[config.mk]
export PLATFORM = sky130hd
export DESIGN_NAME = mux_sel_sequencer
export DESIGN_NICKNAME = d
export VERILOG_FILES = /design/src/rtl/mux_seq_pkg.sv /design/src/rtl/debounce_sync.sv /design/src/rtl/mux_sel_sequencer.sv
export SDC_FILE = /design/constraint.sdc
export NUM_CORES = 1
export LEC_CHECK = 0
export BUFFER_PORTS_ARGS = -buffer_cell sky130_fd_sc_hd__buf_2
export CAP_MARGIN = 20
export CORE_MARGIN = 3
export CORE_UTILIZATION = 50
export CTS_CLUSTER_DIAMETER = 100
export DETAILED_ROUTE_END_ITERATION = 10
export PLACE_DENSITY = 0.72
export SLEW_MARGIN = 20
export SYNTH_ARGS = -nofsm -noshare
export SYNTH_HDL_FRONTEND = slang
export SYNTH_SLANG_ARGS = --single-unit
[constraint.sdc]
create_clock -name clk -period 3 [get_ports clk]
set_input_delay 0.15 -clock clk [delete_from_list [all_inputs] [get_ports clk]]
set_output_delay 0.15 -clock clk [all_outputs]
set_load 0.005 [all_outputs]
[src/rtl/mux_seq_pkg.sv]
// Shared types and default constants for the mux select sequencer.
//
// Contents:
//   state_e          - sequencer mode: StIdle, StScan, StManual
//   SelWDefault      - default select width (8 channels)
//   DivMaxDefault    - default prescaler terminal count
//   DbCyclesDefault  - default debounce stability length in clocks
package mux_seq_pkg;

  typedef enum logic [1:0] {
    StIdle   = 2'd0,
    StScan   = 2'd1,
    StManual = 2'd2
  } state_e;

  localparam int unsigned SelWDefault     = 3;
  localparam int unsigned DivMaxDefault   = 4999999;
  localparam int unsigned DbCyclesDefault = 50000;

endpackage

[src/rtl/debounce_sync.sv]
// Two-flop synchroniser followed by a debounce counter.
//
// The debounced level only follows the synchronised input after it has
// differed from the current debounced level for DB_CYCLES consecutive clocks,
// so the raw-edge-to-output latency is 2 + DB_CYCLES clocks.
//
// Ports:
//   clk  - system clock, rising edge
//   rst  - synchronous active-high reset
//   din  - asynchronous raw input
//   dout - synchronised, debounced level
module debounce_sync
  import mux_seq_pkg::*;
#(
  parameter int unsigned DB_W      = 16,
  parameter int unsigned DB_CYCLES = DbCyclesDefault
) (
  input  logic clk,
  input  logic rst,
  input  logic din,
  output logic dout
);

  logic            sync1_q, sync2_q;
  logic            stable_q, stable_d;
  logic [DB_W-1:0] cnt_q, cnt_d;

  // Counter only runs while the synced level disagrees with the stable level;
  // any agreement restarts the stability window.
  always_comb begin
    stable_d = stable_q;
    cnt_d    = '0;
    if (sync2_q != stable_q) begin
      if (cnt_q == DB_W'(DB_CYCLES - 1)) begin
        stable_d = sync2_q;
      end else begin
        cnt_d = cnt_q + DB_W'(1);
      end
    end
  end

  always_ff @(posedge clk) begin
    if (rst) begin
      sync1_q  <= 1'b0;
      sync2_q  <= 1'b0;
      stable_q <= 1'b0;
      cnt_q    <= '0;
    end else begin
      sync1_q  <= din;
      sync2_q  <= sync1_q;
      stable_q <= stable_d;
      cnt_q    <= cnt_d;
    end
  end

  assign dout = stable_q;

endmodule

[src/rtl/mux_sel_sequencer.sv]
// Control stage feeding the 8-to-1 byte mux: debounces the enable switch and
// step button, and sequences the channel select either on a prescaled timer
// (auto_mode=1) or on each debounced button press (auto_mode=0).
//
// Optional feature: define MUX_SEQ_PINGPONG_EN to make sel sweep up to the
// last channel and back down to 0 without repeating endpoints. Without it sel
// simply counts up and wraps.
//
// Ports:
//   clk        - system clock, rising edge
//   rst        - synchronous active-high reset
//   sw_raw     - asynchronous enable switch
//   btn_raw    - asynchronous step button, active-high
//   auto_mode  - 1 = timed scan, 0 = manual step (synchronous)
//   sel        - channel select to mux Sel
//   sw_en      - debounced enable to mux SW
//   step_pulse - one-cycle high when sel changes
//   tick       - one-cycle prescaler wrap strobe
module mux_sel_sequencer
  import mux_seq_pkg::*;
#(
  parameter int unsigned SEL_W     = SelWDefault,
  parameter int unsigned DIV_W     = 24,
  parameter int unsigned DIV_MAX   = DivMaxDefault,
  parameter int unsigned DB_W      = 16,
  parameter int unsigned DB_CYCLES = DbCyclesDefault
) (
  input  logic             clk,
  input  logic             rst,
  input  logic             sw_raw,
  input  logic             btn_raw,
  input  logic             auto_mode,
  output logic [SEL_W-1:0] sel,
  output logic             sw_en,
  output logic             step_pulse,
  output logic             tick
);

  localparam logic [SEL_W-1:0] SelLast = {SEL_W{1'b1}};

  logic sw_db, btn_db;

  debounce_sync #(
    .DB_W      (DB_W),
    .DB_CYCLES (DB_CYCLES)
  ) u_sw_db (
    .clk  (clk),
    .rst  (rst),
    .din  (sw_raw),
    .dout (sw_db)
  );

  debounce_sync #(
    .DB_W      (DB_W),
    .DB_CYCLES (DB_CYCLES)
  ) u_btn_db (
    .clk  (clk),
    .rst  (rst),
    .din  (btn_raw),
    .dout (btn_db)
  );

  state_e             state_q, state_d;
  logic [DIV_W-1:0]   presc_q, presc_d, presc_base;
  logic [SEL_W-1:0]   sel_q, sel_d, sel_adv;
  logic               step_q, step_d;
  logic               btn_prev_q, btn_rise;
  logic               advance;
`ifdef MUX_SEQ_PINGPONG_EN
  logic               dir_q, dir_d, dir_adv;  // 0 = sweeping up, 1 = sweeping down
`endif

  // Mode is decided from this cycle's debounced enable and auto_mode so that a
  // falling enable or a mode change takes precedence over a same-cycle event.
  always_comb begin
    state_d = StIdle;
    if (sw_db) begin
      state_d = auto_mode ? StScan : StManual;
    end
  end

  assign btn_rise = btn_db & ~btn_prev_q;

  // Prescaler restarts from 0 on every entry to scan; held at 0 elsewhere.
  always_comb begin
    presc_base = (state_q == StScan) ? presc_q : '0;
    tick       = (state_d == StScan) && (presc_base == DIV_W'(DIV_MAX));
    presc_d    = '0;
    if ((state_d == StScan) && !tick) begin
      presc_d = presc_base + DIV_W'(1);
    end
  end

  always_comb begin
`ifdef MUX_SEQ_PINGPONG_EN
    dir_adv = dir_q;
    if (!dir_q) begin
      if (sel_q == SelLast) begin
        sel_adv = sel_q - SEL_W'(1);
        dir_adv = 1'b1;
      end else begin
        sel_adv = sel_q + SEL_W'(1);
      end
    end else begin
      if (sel_q == '0) begin
        sel_adv = SEL_W'(1);
        dir_adv = 1'b0;
      end else begin
        sel_adv = sel_q - SEL_W'(1);
      end
    end
`else
    sel_adv = sel_q + SEL_W'(1);  // natural wrap from last channel to 0
`endif
  end

  always_comb begin
    advance = ((state_d == StScan) && tick) || ((state_d == StManual) && btn_rise);
    sel_d   = sel_q;
    step_d  = 1'b0;
`ifdef MUX_SEQ_PINGPONG_EN
    dir_d   = dir_q;
`endif
    if (state_d == StIdle) begin
      sel_d = '0;
`ifdef MUX_SEQ_PINGPONG_EN
      dir_d = 1'b0;
`endif
    end else if (advance) begin
      sel_d  = sel_adv;
      step_d = 1'b1;
`ifdef MUX_SEQ_PINGPONG_EN
      dir_d  = dir_adv;
`endif
    end
  end

  always_ff @(posedge clk) begin
    if (rst) begin
      state_q    <= StIdle;
      presc_q    <= '0;
      sel_q      <= '0;
      step_q     <= 1'b0;
      btn_prev_q <= 1'b0;
`ifdef MUX_SEQ_PINGPONG_EN
      dir_q      <= 1'b0;
`endif
    end else begin
      state_q    <= state_d;
      presc_q    <= presc_d;
      sel_q      <= sel_d;
      step_q     <= step_d;
      btn_prev_q <= btn_db;
`ifdef MUX_SEQ_PINGPONG_EN
      dir_q      <= dir_d;
`endif
    end
  end

  // sw_en is itself a register, so sel and step_pulse are masked by it to drop
  // to 0 in the very cycle the enable falls rather than one clock later.
  assign sw_en      = sw_db;
  assign sel        = (state_d == StIdle) ? '0 : sel_q;
  assign step_pulse = step_q && (state_d != StIdle);

endmodule

; Word-level counts from Yosys, hierarchy flattened
; Index checks and enable logic that the tools add are counted.
[op_classes]
n_reduce_logical = 15
add_sub_neg = 4
mux = 5
n_eq_ne = 8
n_bitwise = 5
[op_table]
columns = op, n
row1 = $add A16 B1 Y16 const B, 2
row2 = $eq A16 B16 Y1 const B, 2
row3 = $add A24 B1 Y24 const B, 1
row4 = $eq A24 B23 Y1 const B, 1
row5 = $mux W24, 1
row6 = $reduce_or A3 Y1, 2
row7 = $logic_and A1 B1 Y1, 5
row8 = $eq A2 B1 Y1 const B, 2
row9 = $mux W2, 2
row10 = $not A1 Y1, 4
row11 = $reduce_and A2 Y1, 2
row12 = $reduce_or A2 Y1, 2
row13 = $add A3 B1 Y3 const B, 1
row14 = $mux W3, 1
row15 = $eq A2 B2 Y1 const B, 1
row16 = $logic_not A2 Y1, 1
row17 = $ne A1 B1 Y1, 2
row18 = $reduce_bool A2 Y1, 1
row19 = $and A1 B1 Y1, 1
row20 = $logic_not A1 Y1, 1
row21 = $logic_or A1 B1 Y1, 1
row22 = $mux W1, 1
[word_totals]
output_inout_bits = 6
reg_bits = 69
input_bits = 5
wordCells = 50

; Longest topological paths before layout
[depth]
depth_word = 8
ltp_mapped = 9
depth_no_buf = 7

; Hierarchy
; From an unflattened synthesis, not the netlist that was laid out.
[unflattened]
hier_cells = 353
hier_area_um2 = 3220.6
[modules_own_cells]
columns = mod, instances, cells_per_inst, area_per_inst_um2
row1 = debounce_sync, 2, 87, 847.1
row2 = mux_sel_sequencer, 1, 179, 1526.5

; Worst setup path after synthesis
; OpenSTA, ideal clock, no wires.
[synth_timing]
path_kind = reg-to-reg
from = register state_q[0]
to = register presc_q[10]
setup_ns = 0.128
n_path_buf = 2
t_arrival_ns = 2.213
period_less_slack_ns = 2.340
stages_incl_launch_ff = 10
required_ns = 2.872
slack_ns = 0.660
path_cell_list = dfxtp_1 nor2b_1 clkbuf_1 and2_1 ha_1 and3_1 nand4_1 o211ai_2 clkbuf_1 nor2_1
[synth_via]
elab_chain_len = 8
[synth_rtl]
columns = element, line_no
row1 = from (decl), mux_sel_sequencer.sv:63  ; state_e state_q, state_d;
row2 = from (signal assigned), mux_sel_sequencer.sv:140  ; state_q <= StIdle;
row3 = from (signal assigned), mux_sel_sequencer.sv:149  ; state_q <= state_d;
row4 = $eq A2 B1 Y1 *, mux_sel_sequencer.sv:86  ; presc_base = (state_q == StScan) ? presc_q : '0;
row5 = $mux W24 *, mux_sel_sequencer.sv:86
row6 = branches (longest 6 deep; another with $add A24 B1 Y24), -
row7 = to (signal assigned), mux_sel_sequencer.sv:150  ; presc_q <= presc_d;
row8 = to (decl), mux_sel_sequencer.sv:64  ; logic [DIV_W-1:0] presc_q, presc_d, presc_base;
; Every way passes the cells marked *.
; A chain may end at the register's enable or synchronous reset.

; Worst setup path in the final report
[layout_timing]
from = register state_q[0]
to = output tick
[layout_via]
elab_chain_len = 4
[layout_rtl]
columns = element, line_no
row1 = $eq A2 B1 Y1, mux_sel_sequencer.sv:86
row2 = $mux W24, mux_sel_sequencer.sv:86
row3 = $eq A24 B23 Y1, mux_sel_sequencer.sv:87  ; tick = (state_d == StScan) && (presc_base == DIV_W'(DIV_MAX));
row4 = $logic_and A1 B1 Y1, mux_sel_sequencer.sv:87
row5 = to (decl), mux_sel_sequencer.sv:36  ; output logic tick
; Every way passes these cells.

==> run summary <==
DRC violations left = 0
Synth area leaders = sky130_fd_sc_hd__dfxtp_1 43%, sky130_fd_sc_hd__xnor2_1 7.6%, sky130_fd_sc_hd__nor2_1 6.0%
highest ir drop seen on vdd = 0.290 mV
R2R Path End = presc_q[17]
via count of the first global-routing pass = 2471
measured slew at the worst slew-check pin = 569 ps
sequential cell area fraction in the yosys report = 0.428
amount of wire on met2 after detailed routing = 2.97 mm
Max Clock Freq = 376 MHz
sort of element at the start of the critical path = flop
flop-to-flop setup slack = 370 ps
number of antenna violations at the first check in global routing = 0
clock latency of the later-clocked register in the worst-skew pair = 340 ps
aggregate global routing overflow = 0
detail-routed net length per standard cell = 13.6 um
post-CTS repair timing setup buffer count = 0
total vias in the final route = 2631
maximum number of pins on one net before global-route repair = 17
cells on worst reg2reg path = 8
cell taking the most area after synthesis = sky130_fd_sc_hd__dfxtp_1
Final nets = 390
clock tree from TritonCTS = yes
aggregate routed wire length = 6.28 mm
number of routed nets with antenna violations = 0
total power per unit cell area = 468 mW/mm^2
distinct cell type count after synthesis = 50
routed length on met3 = 249 um
placed instance area = 0.00332 mm^2
Reg2Reg Launch Point = state_q[0]
kind of critical path = flop to output port
flop and latch count out of synthesis = 69
Layout Area Growth over Synthesis = 8.60%
diode count = 0
most common cell after layout, fill and taps aside = sky130_fd_sc_hd__dfxtp_1
die area = 0.00746 mm^2
worst endpoint data arrival time = 2510 ps
standard-cell row count = 28
total of cells resized after clock tree synthesis = 0
setup TNS after final layout = 0 ps
clk_skew = 9.15 ps
Netlist Area Pre-Place = 0.00323 mm^2
number of primary I/O pins = 11
Detailed Place HPWL = 4.28 mm
synthesized netlist cell count = 372
WHS Endpoint = u_btn_db.sync1_q
beginning of the worst hold path = btn_raw
clock period minus worst slack = 2660 ps
Critical path origin = state_q[0]
capturing element type of the critical path = output port
net count of the mapped netlist = 381
setup repair after global routing missed its margin = false
number of enable-type register cells in the synthesized netlist = 0
run status = finished, final reports clean
M1 wire length = 2.96 mm
Hold Crit Class = input port to flop
Root Buffer = sky130_fd_sc_hd__clkbuf_8
flip-flop cell with the highest count after synthesis = sky130_fd_sc_hd__dfxtp_1
Die Span X = 86.4 um
# hold bufs at CTS = 0
detailed-routing iteration count for the pre-antenna-repair pass = 4
share of layout cells above drive strength 1 = 0.0909
highest-count cells in the layout ignoring fill and taps = 69 x sky130_fd_sc_hd__dfxtp_1, 52 x sky130_fd_sc_hd__nor2_1, 28 x sky130_fd_sc_hd__xnor2_1
final number of max-transition violations = 0
CTS sink count = 69
number of CTS-inserted buffers = 9
required arrival time at the worst endpoint = 2850 ps
Syn Area/Cell = 8.68 um^2
Via density = 5.72
leakage power summed over all cells = 1.06 nW
reported max-cap violation count = 0
maximum level of the CTS H-tree = 3
Vert. Die Dim = 86.4 um
routability cong. = 0.880
Starting DRT DRC Count = 122
post-route design area = 0.00351 mm^2
Hold Vio Cnt, Final = 0
count of endpoints failing setup in the final report = 0
first-pass GRT wire length = 11.1 mm
number of input and output port buffers inserted = 10
count of synthesis-stage warnings from yosys = 0
maximum root-to-sink buffer count = 2
share of flip-flops with an asynchronous set or reset after synthesis = 0
clock transition at the registers of the reported paths = 80 ps
proportion of netlist area held by the largest area contributor = 0.428
Max FO, Critical Path = 7
Floorplan Core Area = 0.00610 mm^2
worst hold path depth = 2
final worst path period share = 0.885
effective utilization at floorplan = 0.530
Overall Global Routing Usage = 0.185
DR top layer = met4
max_slew headroom = 0.620
where the power goes:
group	internal [mW]	switching, mW
Clock	0.362	0.341
Combinational	0.00602	0.00926
Sequential	0.919	0.00231
layer usage:
| layer | vias to the layer above | global-route usage |
|---|---|---|
| met2 | 48 | 0.297 |
| li1 | 1338 | - |
| met3 | 9 | 0.0428 |
| met5 | - | 0 |
| met4 | 0 | 0.0878 |
| met1 | 1236 | 0.234 |
worst max path at each step:
stage,depth (start not counted),end,slack (ps)
after floorplan,9,presc_q[10],660
after global placement,8,presc_q[5],550
after detailed placement,8,presc_q[17],450
after CTS,7,tick,390
after global routing,7,tick,110
final,7,tick,340
synthesized netlist by cell type (all sizes together), types with 10 or more instances:
library cell / instances
dfxtp: 69
nand2: 22
clkbuf: 10
xor2: 10
nand3: 20
nand4: 16
or4: 12
nor2: 52
xnor2: 28
a21oi: 16
inv: 13
nor3: 11
cells by family (layout without fill, tap and decap cells):
kind of cell,Yosys count,after routing,share of synthesized area
buffers and inverters,27,40,0.0357
AOI/OAI and AO/OA,39,39,0.0806
and+or+nand+nor,193,193,0.331
adders and majority gates,4,4,0.0155
muxes,2,2,0.00620
xor gates and xnor gates,38,38,0.103
DFF,69,69,0.428
final cells by class:
type / count / area [um^2]
Sequential cell: 69 / 1380
Fill cell: 573 / 2590
Tap cell: 75 / 93.8
Clock inverter: 3 / 20.0
Timing Repair Buffer: 12 / 65.1
Multi-Input combinational cell: 276 / 1730
Clock buffer: 12 / 165
Inverter: 13 / 48.8
sequential cells by signal, indices dropped and copies added (netlist names):
signal,cells
u_sw_db.cnt_q,16
u_btn_db.cnt_q,16
state_q,2
btn_prev_q,1
u_sw_db.dout,1
u_sw_db.sync1_q,1
sel_q,3
step_q,1
u_btn_db.dout,1
u_btn_db.sync1_q,1
presc_q,24
u_btn_db.sync2_q,1
u_sw_db.sync2_q,1
through the flow:
step / setup slack [ps] / util / instances / total power [mW] / hold WS, ps
finish: 344 / 0.575 / 460 / 1.64 / 17.2
floorplan: 660 / - / 372 / 0.955 / 278
detailed placement: 451 / 0.545 / 445 / 0.958 / 364
global route: 114 / 0.575 / 460 / 1.71 / 6.07
CTS: 393 / 0.575 / 460 / 1.66 / 2.55
global placement: 553 / 0.545 / 445 / 0.958 / 361
worst max-delay path: stages (launching register included):
cell	delay, ps
sky130_fd_sc_hd__dfxtp_1	370
sky130_fd_sc_hd__nor2b_1	310
sky130_fd_sc_hd__and2_1	200
sky130_fd_sc_hd__ha_1	280
sky130_fd_sc_hd__and3_1	210
sky130_fd_sc_hd__nand4_1	290
sky130_fd_sc_hd__nor3_1	330
sky130_fd_sc_hd__buf_2	170
(Power assumes the default switching activity.)
